==> src/rtl/move_log.sv <==
// rtl/move_log.sv - move recorder for the solver: logs move codes, tracks the
// solve outcome and replays the log by random-access reads or an in-order stream.
module move_log #(
  parameter int CODE_W    = 4,
  parameter int DEPTH     = 16,
  parameter int MAX_MOVES = 10
) (
  input  logic                       clk,
  input  logic                       rst_n,
  input  logic                       start,
  input  logic                       mv_valid,
  input  logic [CODE_W-1:0]          mv_code,
  input  logic                       fin,
  input  logic                       rd_en,
  input  logic [$clog2(DEPTH)-1:0]   rd_addr,
  output logic [CODE_W-1:0]          rd_data,
  output logic                       rd_valid,
  output logic                       rd_err,
  input  logic                       play,
  output logic                       out_valid,
  input  logic                       out_ready,
  output logic [CODE_W-1:0]          out_code,
  output logic                       out_last,
  output logic [$clog2(DEPTH):0]     count,
  output logic                       busy,
  output logic                       done,
  output logic                       fail
);

  localparam int AW = $clog2(DEPTH);
  localparam int CW = AW + 1;
  localparam logic [CW-1:0] MAX_CNT = CW'(MAX_MOVES);

  typedef enum logic [2:0] {
    S_IDLE,
    S_LOG,
    S_DONE,
    S_FAIL,
    S_PLAY
  } state_t;

  state_t state, state_d;

  logic [CODE_W-1:0] mem [DEPTH];
  logic [AW-1:0]     wr_ptr;
  logic [AW-1:0]     rd_ptr;
  logic [AW-1:0]     nxt_ptr;
  logic [CW-1:0]     last_idx;
  logic [CW-1:0]     count_eff;
  logic              room;
  logic              wr_en;
  logic              xfer;
  logic              play_go;

  assign room      = (count < MAX_CNT);
  assign wr_en     = !start && (state == S_LOG) && mv_valid && room;
  assign xfer      = (state == S_PLAY) && out_valid && out_ready;
  assign play_go   = !start && (state == S_DONE) && play && (count != '0);
  assign nxt_ptr   = rd_ptr + AW'(1);
  assign last_idx  = count - CW'(1);
  // A read racing a write to the same entry sees the entry as already present.
  assign count_eff = count + CW'(wr_en);

  assign busy = (state == S_LOG) || (state == S_PLAY);
  assign done = (state == S_DONE);
  assign fail = (state == S_FAIL);

  always_ff @(posedge clk or negedge rst_n) begin
    if (!rst_n) begin
      state <= S_IDLE;
    end else begin
      state <= state_d;
    end
  end

  always_comb begin
    state_d = state;
    if (start) begin
      state_d = S_LOG;
    end else begin
      case (state)
        S_LOG: begin
          // Overflow outranks a simultaneous finish.
          if (mv_valid && !room) begin
            state_d = S_FAIL;
          end else if (fin) begin
            state_d = S_DONE;
          end
        end
        S_DONE: begin
          if (play_go) begin
            state_d = S_PLAY;
          end
        end
        S_PLAY: begin
          if (xfer && out_last) begin
            state_d = S_DONE;
          end
        end
        default: state_d = state;
      endcase
    end
  end

  always_ff @(posedge clk) begin
    if (wr_en) begin
      mem[wr_ptr] <= mv_code;
    end
  end

  always_ff @(posedge clk or negedge rst_n) begin
    if (!rst_n) begin
      count     <= '0;
      wr_ptr    <= '0;
      rd_ptr    <= '0;
      out_valid <= 1'b0;
      out_code  <= '0;
      out_last  <= 1'b0;
    end else if (start) begin
      count     <= '0;
      wr_ptr    <= '0;
      out_valid <= 1'b0;
    end else begin
      if (wr_en) begin
        wr_ptr <= wr_ptr + AW'(1);
        count  <= count + CW'(1);
      end
      if (play_go) begin
        rd_ptr    <= '0;
        out_valid <= 1'b0;
      end else if (state == S_PLAY) begin
        if (!out_valid) begin
          out_valid <= 1'b1;
          out_code  <= mem[rd_ptr];
          out_last  <= ({1'b0, rd_ptr} == last_idx);
        end else if (xfer) begin
          if (out_last) begin
            out_valid <= 1'b0;
          end else begin
            // Present the following entry back-to-back, no bubble.
            rd_ptr   <= nxt_ptr;
            out_code <= mem[nxt_ptr];
            out_last <= ({1'b0, nxt_ptr} == last_idx);
          end
        end
      end
    end
  end

  always_ff @(posedge clk or negedge rst_n) begin
    if (!rst_n) begin
      rd_valid <= 1'b0;
      rd_err   <= 1'b0;
      rd_data  <= '0;
    end else begin
      rd_valid <= rd_en;
      if (rd_en) begin
        if ({1'b0, rd_addr} >= count_eff) begin
          rd_err  <= 1'b1;
          rd_data <= '0;
        end else begin
          rd_err  <= 1'b0;
          rd_data <= (wr_en && (rd_addr == wr_ptr)) ? mv_code : mem[rd_addr];
        end
      end else begin
        rd_err <= 1'b0;
      end
    end
  end

endmodule

==> config.mk <==
export PLATFORM = sky130hd
export DESIGN_NAME = move_log
export DESIGN_NICKNAME = d
export VERILOG_FILES = /design/src/rtl/move_log.sv
export SDC_FILE = /design/constraint.sdc
export NUM_CORES = 1
export LEC_CHECK = 0
export BUFFER_PORTS_ARGS = -buffer_cell sky130_fd_sc_hd__buf_2
export CORE_MARGIN = 1
export CORE_UTILIZATION = 38
export CTS_BUF_LIST = sky130_fd_sc_hd__clkbuf_8
export DETAILED_ROUTE_END_ITERATION = 16
export GPL_TIMING_DRIVEN = 0
export SETUP_SLACK_MARGIN = 0.02
export SYNTH_ARGS = -nofsm -noshare
export SYNTH_HDL_FRONTEND = slang
export SYNTH_SLANG_ARGS = --single-unit
==> constraint.sdc <==
create_clock -name clk -period 3.4 [get_ports clk]
set_clock_uncertainty 0.15 [all_clocks]
set_input_delay 0.51 -clock clk [delete_from_list [all_inputs] [get_ports clk]]
set_output_delay 0.51 -clock clk [all_outputs]
set_load 0.1 [all_outputs]
Word level (Yosys, flattened, before mapping)

Memories as Yosys holds them, arrays and structs flattened.
Index checks and enable logic that the tools add are counted.

Memory bits (writable): 64
Word-level logic and storage cells: 91
Memories kept: 1
Register bits after elaboration: 28
Bits of input ports: 16

$lt $le $gt $ge: 2
Bitwise logic cells: 2
Add/sub/neg operators: 5
Equality and inequality tests: 13
Reductions and logical operators: 25
Mux-type cells: 33

Memories:

| memory | depth | width | read ports | clocked after Yosys merged registers in | write ports | line | text |
|---|---|---|---|---|---|---|---|
| mem    | 16    | 4     | 3          | 0                                       | 1           | 44   | `logic [CODE_W-1:0] mem [DEPTH];` |

Operator list:

| operator              | count |
|---|---|
| $mux W4               | 12 |
| $mux W3               | 5 |
| $mux W1               | 13 |
| $logic_and A1 B1 Y1   | 11 |
| $eq A4 B5 Y1          | 2 |
| $mux W5               | 2 |
| $reduce_and A5 Y1     | 2 |
| $pmux W3 S3           | 1 |
| $add A4 B1 Y4 const B | 2 |
| $reduce_and A4 Y1     | 2 |
| $reduce_bool A2 Y1    | 4 |
| $eq A3 B2 Y1 const B  | 2 |
| $ne A3 B2 Y1 const B  | 2 |
| $add A5 B1 Y5         | 1 |
| $add A5 B1 Y5 const B | 1 |
| $ge A4 B5 Y1          | 1 |
| $lt A5 B4 Y1 const B  | 1 |
| $reduce_bool A5 Y1    | 1 |
| $sub A5 B1 Y5 const B | 1 |
| $eq A4 B4 Y1          | 1 |
| $ne A2 B1 Y1 const B  | 2 |
| $ne A4 B3 Y1 const B  | 1 |
| $reduce_bool A4 Y1    | 1 |
| $eq A3 B1 Y1 const B  | 1 |
| 6 further kinds       | 8 |

Depth between registers and ports, before layout

Depth in word-level cells: 8
Gate-level depth with buffers: 14
Gate-level depth less buffers: 11

Worst setup path before layout

OpenSTA, ideal clock, no wires.

Kind: register -> register
From: reg count[3]
To: reg rd_data[0]
Slack: -516 ps
Buffers on the path: 3
Arrival time: 3699 ps
Period minus slack after synthesis: 3916 ps
Cell stages (with the launch flop): 15
Cells stage by stage: dfrtp_1 -> buf_2 -> o21ai_0 -> nand4_1 -> clkbuf_1 -> inv_1 -> buf_2 -> ha_1 -> ha_1 -> inv_1 -> ha_1 -> a21oi_1 -> o21ai_0 -> a2111oi_2 -> a221o_1

Cells in the longest elaborated chain, start to end: 5

Ends and longest elaborated chain:

| item                                                 | line     | text |
|---|---|---|
| start, declared                                      | 24       | `output logic [$clog2(DEPTH):0] count,` |
| start signal, assigned                               | 126      | `count <= count + CW'(1);` |
| $lt A5 B4 Y1                                         | 55       | `assign room = (count < MAX_CNT);` |
| $logic_and A1 B1 Y1                                  | 56       | `assign wr_en = !start && (state == S_LOG) && mv_valid && room;` |
| $add A5 B1 Y5 or $logic_and A1 B1 Y1 (tied branches) | 62, 163  |  |
| $ge A4 B5 Y1 or $mux W4 (tied branches)              | 158, 163 |  |
| $mux W4 *                                            | 158      | `if ({1'b0, rd_addr} >= count_eff) begin` |
| end signal, assigned                                 | 163      | `rd_data <= (wr_en && (rd_addr == wr_ptr)) ? mv_code : mem[rd_addr];` |
| end, declared                                        | 16       | `output logic [CODE_W-1:0] rd_data,` |

Every way passes the cells marked *; elsewhere a longest branch is shown, timed or not.
A chain may end at the register's enable or synchronous reset.

Worst setup path in the final report

From: reg state[1]
To: reg rd_data[3]

Cells in the longest elaborated chain, start to end: 7

Ends and longest elaborated chain:

| item                                                 | line     | text |
|---|---|---|
| start, declared                                      | 42       | `state_t state, state_d;` |
| start signal, assigned                               | 72       | `state <= state_d;` |
| $eq A3 B1 Y1 *                                       | 56       |  |
| $logic_and A1 B1 Y1 * (3 in series)                  | 56       |  |
| $add A5 B1 Y5 or $logic_and A1 B1 Y1 (tied branches) | 62, 163  |  |
| $ge A4 B5 Y1 or $mux W4 (tied branches)              | 158, 163 |  |
| $mux W4 *                                            | 158      |  |

Marks and branches as above.

==> flow_metrics.tcl <==
set metrics [dict create \
    place_area_um2 5927 \
    finalHoldViolations 0 \
    port_buffers 34 \
    path_delay_family "compound AO/OA/AOI/OAI gates" \
    start_util_pct 39.33 \
    vias_per_cell 5.938 \
    worstHoldPathType "input pin to async pin" \
    fin_crit_ns 3.236 \
    fin_nets 478 \
    whs_ns 0.02320 \
    worst_setup_path_end_kind "flop" \
    h-tree-depth 3 \
    drt-pass1-iter-count 6 \
    synth_area_um2 5523 \
    drive_gt1_share_pct 28.63 \
    p_per_area_nw_per_um2 503.6 \
    num_antenna_cells 0 \
    vias 3765 \
    grt_usage_pct 20.17 \
    vdd_ir_drop_max_uv 226.6 \
    crit_cells 13 \
    syn_nets 428 \
    postCtsHoldBufs 0 \
    cp.required_ns 3.55 \
    wl_um 14190 \
    slew_headroom_pct 38.26 \
    dr.first_iter.drc_count 365 \
    path_buf_inv 3 \
    synth_warnings 0 \
    final_common_cell "edfxtp_1" \
    setup_viol 0 \
    met3_length_um 857 \
    slowest_stage "dfrtp_2" \
    area_growth_pct 12.69 \
    antenna_found_initial 0 \
    gp_congestion 0.8520 \
    cts_buffer_depth 2 \
    ys_seq_elements 92 \
    top_layer_used "met4" \
    drv_slew 0 \
    reg2reg_from "state[1]" \
    crit_path_start_kind "flop" \
    min_period_over_period_pct 95.19 \
    grt_pass1_wl_um 21940 \
    timing.rr.end "rd_data[3]" \
    dieArea_um2 15020 \
    r2r_slack_ns 0.16 \
    postSynthAreaPerCell_um2 13.84 \
    die_y_um 122.6 \
    wl_met1_um 5867 \
    worst_slew_pin_slew_ns 0.9177 \
    rows 43 \
    r2r_cells 13 \
    cts_root_buffer "clkbuf_8" \
    synth_ff_type "edfxtp_1" \
    ys_seq_area_share_pct 47.49 \
    wl_met2_um 7070 \
    drcViolationCount 0 \
    crit_end "rd_data[3]" \
    final_cell_mix "edfxtp_1 (64), buf_2 (42), mux4_2 (30), nand2_1 (21), dfrtp_1 (21)" \
    worst_skew_pair.late_latency_ns 0.37 \
    fin_area_um2 6223 \
    cts_tree "built" \
    post_drt_wl_per_cell_um 22.38 \
    synth-edff-count 64 \
    p_leak_nw 2.213 \
    die_x_um 122.6 \
    crit_type "flop to flop" \
    pin_count 36 \
    slowest_delay_ns 0.47 \
    synth.distinct_cells 58 \
    core_um2 14040 \
    numCtsBuffers 9 \
    path_cells "nor4b_4 -> nand4_1 -> buf_6 -> inv_1 -> buf_6 -> ha_1 -> nand3_1 -> xor2_1 -> ha_1 -> a21oi_2 -> o21ai_2 -> a2111oi_4 -> a221o_1" \
    grt_overflow 0 \
    async_flop_share_pct 30.43 \
    arrival_ns 3.39 \
    grt_max_degree 29 \
    max_cap_violations 0 \
    fmax_ghz 0.3090 \
    cp_max_fo 6 \
    cp-startpoint "state[1]" \
    clkSlewWorstSetupHoldPaths_ns 0.10 \
    post_synth_inst_count 399 \
    dp_hpwl_um 10400 \
    status "completed" \
    grt_pass1_vias 3805 \
    cts.sinks 92 \
    antenna_left 0 \
]
[worst register-to-register path: stages, from the launching register on]
cell       delay, ns
dfrtp_2         0.47
nor4b_4         0.29
nand4_1         0.23
buf_6           0.20
inv_1           0.08
buf_6           0.12
ha_1            0.17
nand3_1         0.10
xor2_1          0.16
ha_1            0.30
a21oi_2         0.14
o21ai_2         0.10
a2111oi_4       0.45
a221o_1         0.22
[flip-flops by register name (all words and copies together) (netlist names)]
name       flops
rd_ptr         4
count          5
rd_err         1
state          3
wr_ptr         4
mem           64
out_valid      1
out_last       1
rd_data        4
rd_valid       1
out_code       4
[routing by layer]
| metal | vias to the layer above | GRT usage (%) |
|---|---|---|
| li1 | 1673 | - |
| met1 | 1916 | 25.23 |
| met2 | 146 | 33.29 |
| met3 | 30 | 4.136 |
| met4 | 0 | 9.832 |
| met5 | - | 0 |
[synthesized netlist by cell type (all sizes together) (4+ instances only)]
library cell	count	area (um2)
dfrtp	28	700.7
o221ai	5	43.79
clkbuf	11	41.29
mux2	10	112.6
nand3	8	40.04
nand2b	5	31.28
buf	16	107.6
a221o	5	50.05
edfxtp	64	1922
nand4	4	25.02
nor2b	8	50.05
o31ai	4	30.03
mux2i	8	80.08
inv	20	75.07
mux4	47	1122
xnor2	15	138.9
ha	13	162.7
and2	4	25.02
nor3	8	51.30
nor3b	5	42.54
a21oi	12	63.81
nand2	21	78.83
a211oi	5	37.54
o21ai	17	85.08
xor2	7	80.08
nor4	6	43.79
nor2	20	75.07
[area by class of cell]
cell class	instances	area, um2
multi-input cells	260	2715
well taps	180	225.2
fillers	1268	7819
clock inverters	7	77.57
repair buffers	40	215.2
flip-flops and latches	92	2634
inverters	20	75.07
clock buffers	9	123.9
plain buffers	26	157.7
[how the worst min path moves through the flow]
stage | to | from | cells past startpoint | slack, ns
floorplan | count[0] | rst_n | 0 | 0.06
global placement | out_code[2] | out_code[2] | 2 | 0.41
detailed placement | out_code[2] | out_code[2] | 2 | 0.42
CTS | state[0] | rst_n | 1 | 0.03
global route | count[3] | rst_n | 1 | 0.07
finish | count[3] | rst_n | 1 | 0.02
[cell families after synthesis]
family | Yosys count | synth area share (%)
AND/OR/NAND/NOR | 101 | 10.08
flip-flops | 92 | 47.49
multiplexers | 65 | 23.81
AO/OA/AOI/OAI | 58 | 7.250
buffers and inverters | 47 | 4.055
XOR/XNOR | 23 | 4.373
adder cells (fa/ha/maj) | 13 | 2.945
[stage by stage]
step / setup TNS, ns / total power, mW / setup WS [ns] / util [%] / cells
2_1_floorplan: 0 / 2.137 / 0.02957 / - / 399
3_3_place_gp: -1.815 / 2.328 / -0.4578 / 42.21 / 613
3_5_place_dp: -2.255 / 2.347 / -0.5620 / 42.21 / 613
4_1_cts: 0 / 3.106 / 0.02003 / 43.89 / 630
5_1_grt: -0.1034 / 3.254 / -0.03690 / 44.32 / 634
6_report: 0 / 3.134 / 0.1636 / 44.32 / 634
[where the power goes]
| part | internal [mW] | total, mW | switching (mW) |
|---|---|---|---|
| clock network | 0.344 | 0.764 | 0.420 |
| logic | 0.271 | 1.00 | 0.733 |
| registers | 1.27 | 1.37 | 0.0939 |
| total | 1.89 | 3.13 | 1.25 |
[timing repair]
| item | CTS | global route |
|---|---|---|
| pin swaps | 1 | 3 |
| buffers inserted | 1 | 5 |
| setup endpoints to repair | 4 | 4 |
| gates resized for setup | 5 | 10 |
No activity file was read; power rests on OpenSTA's default activity.
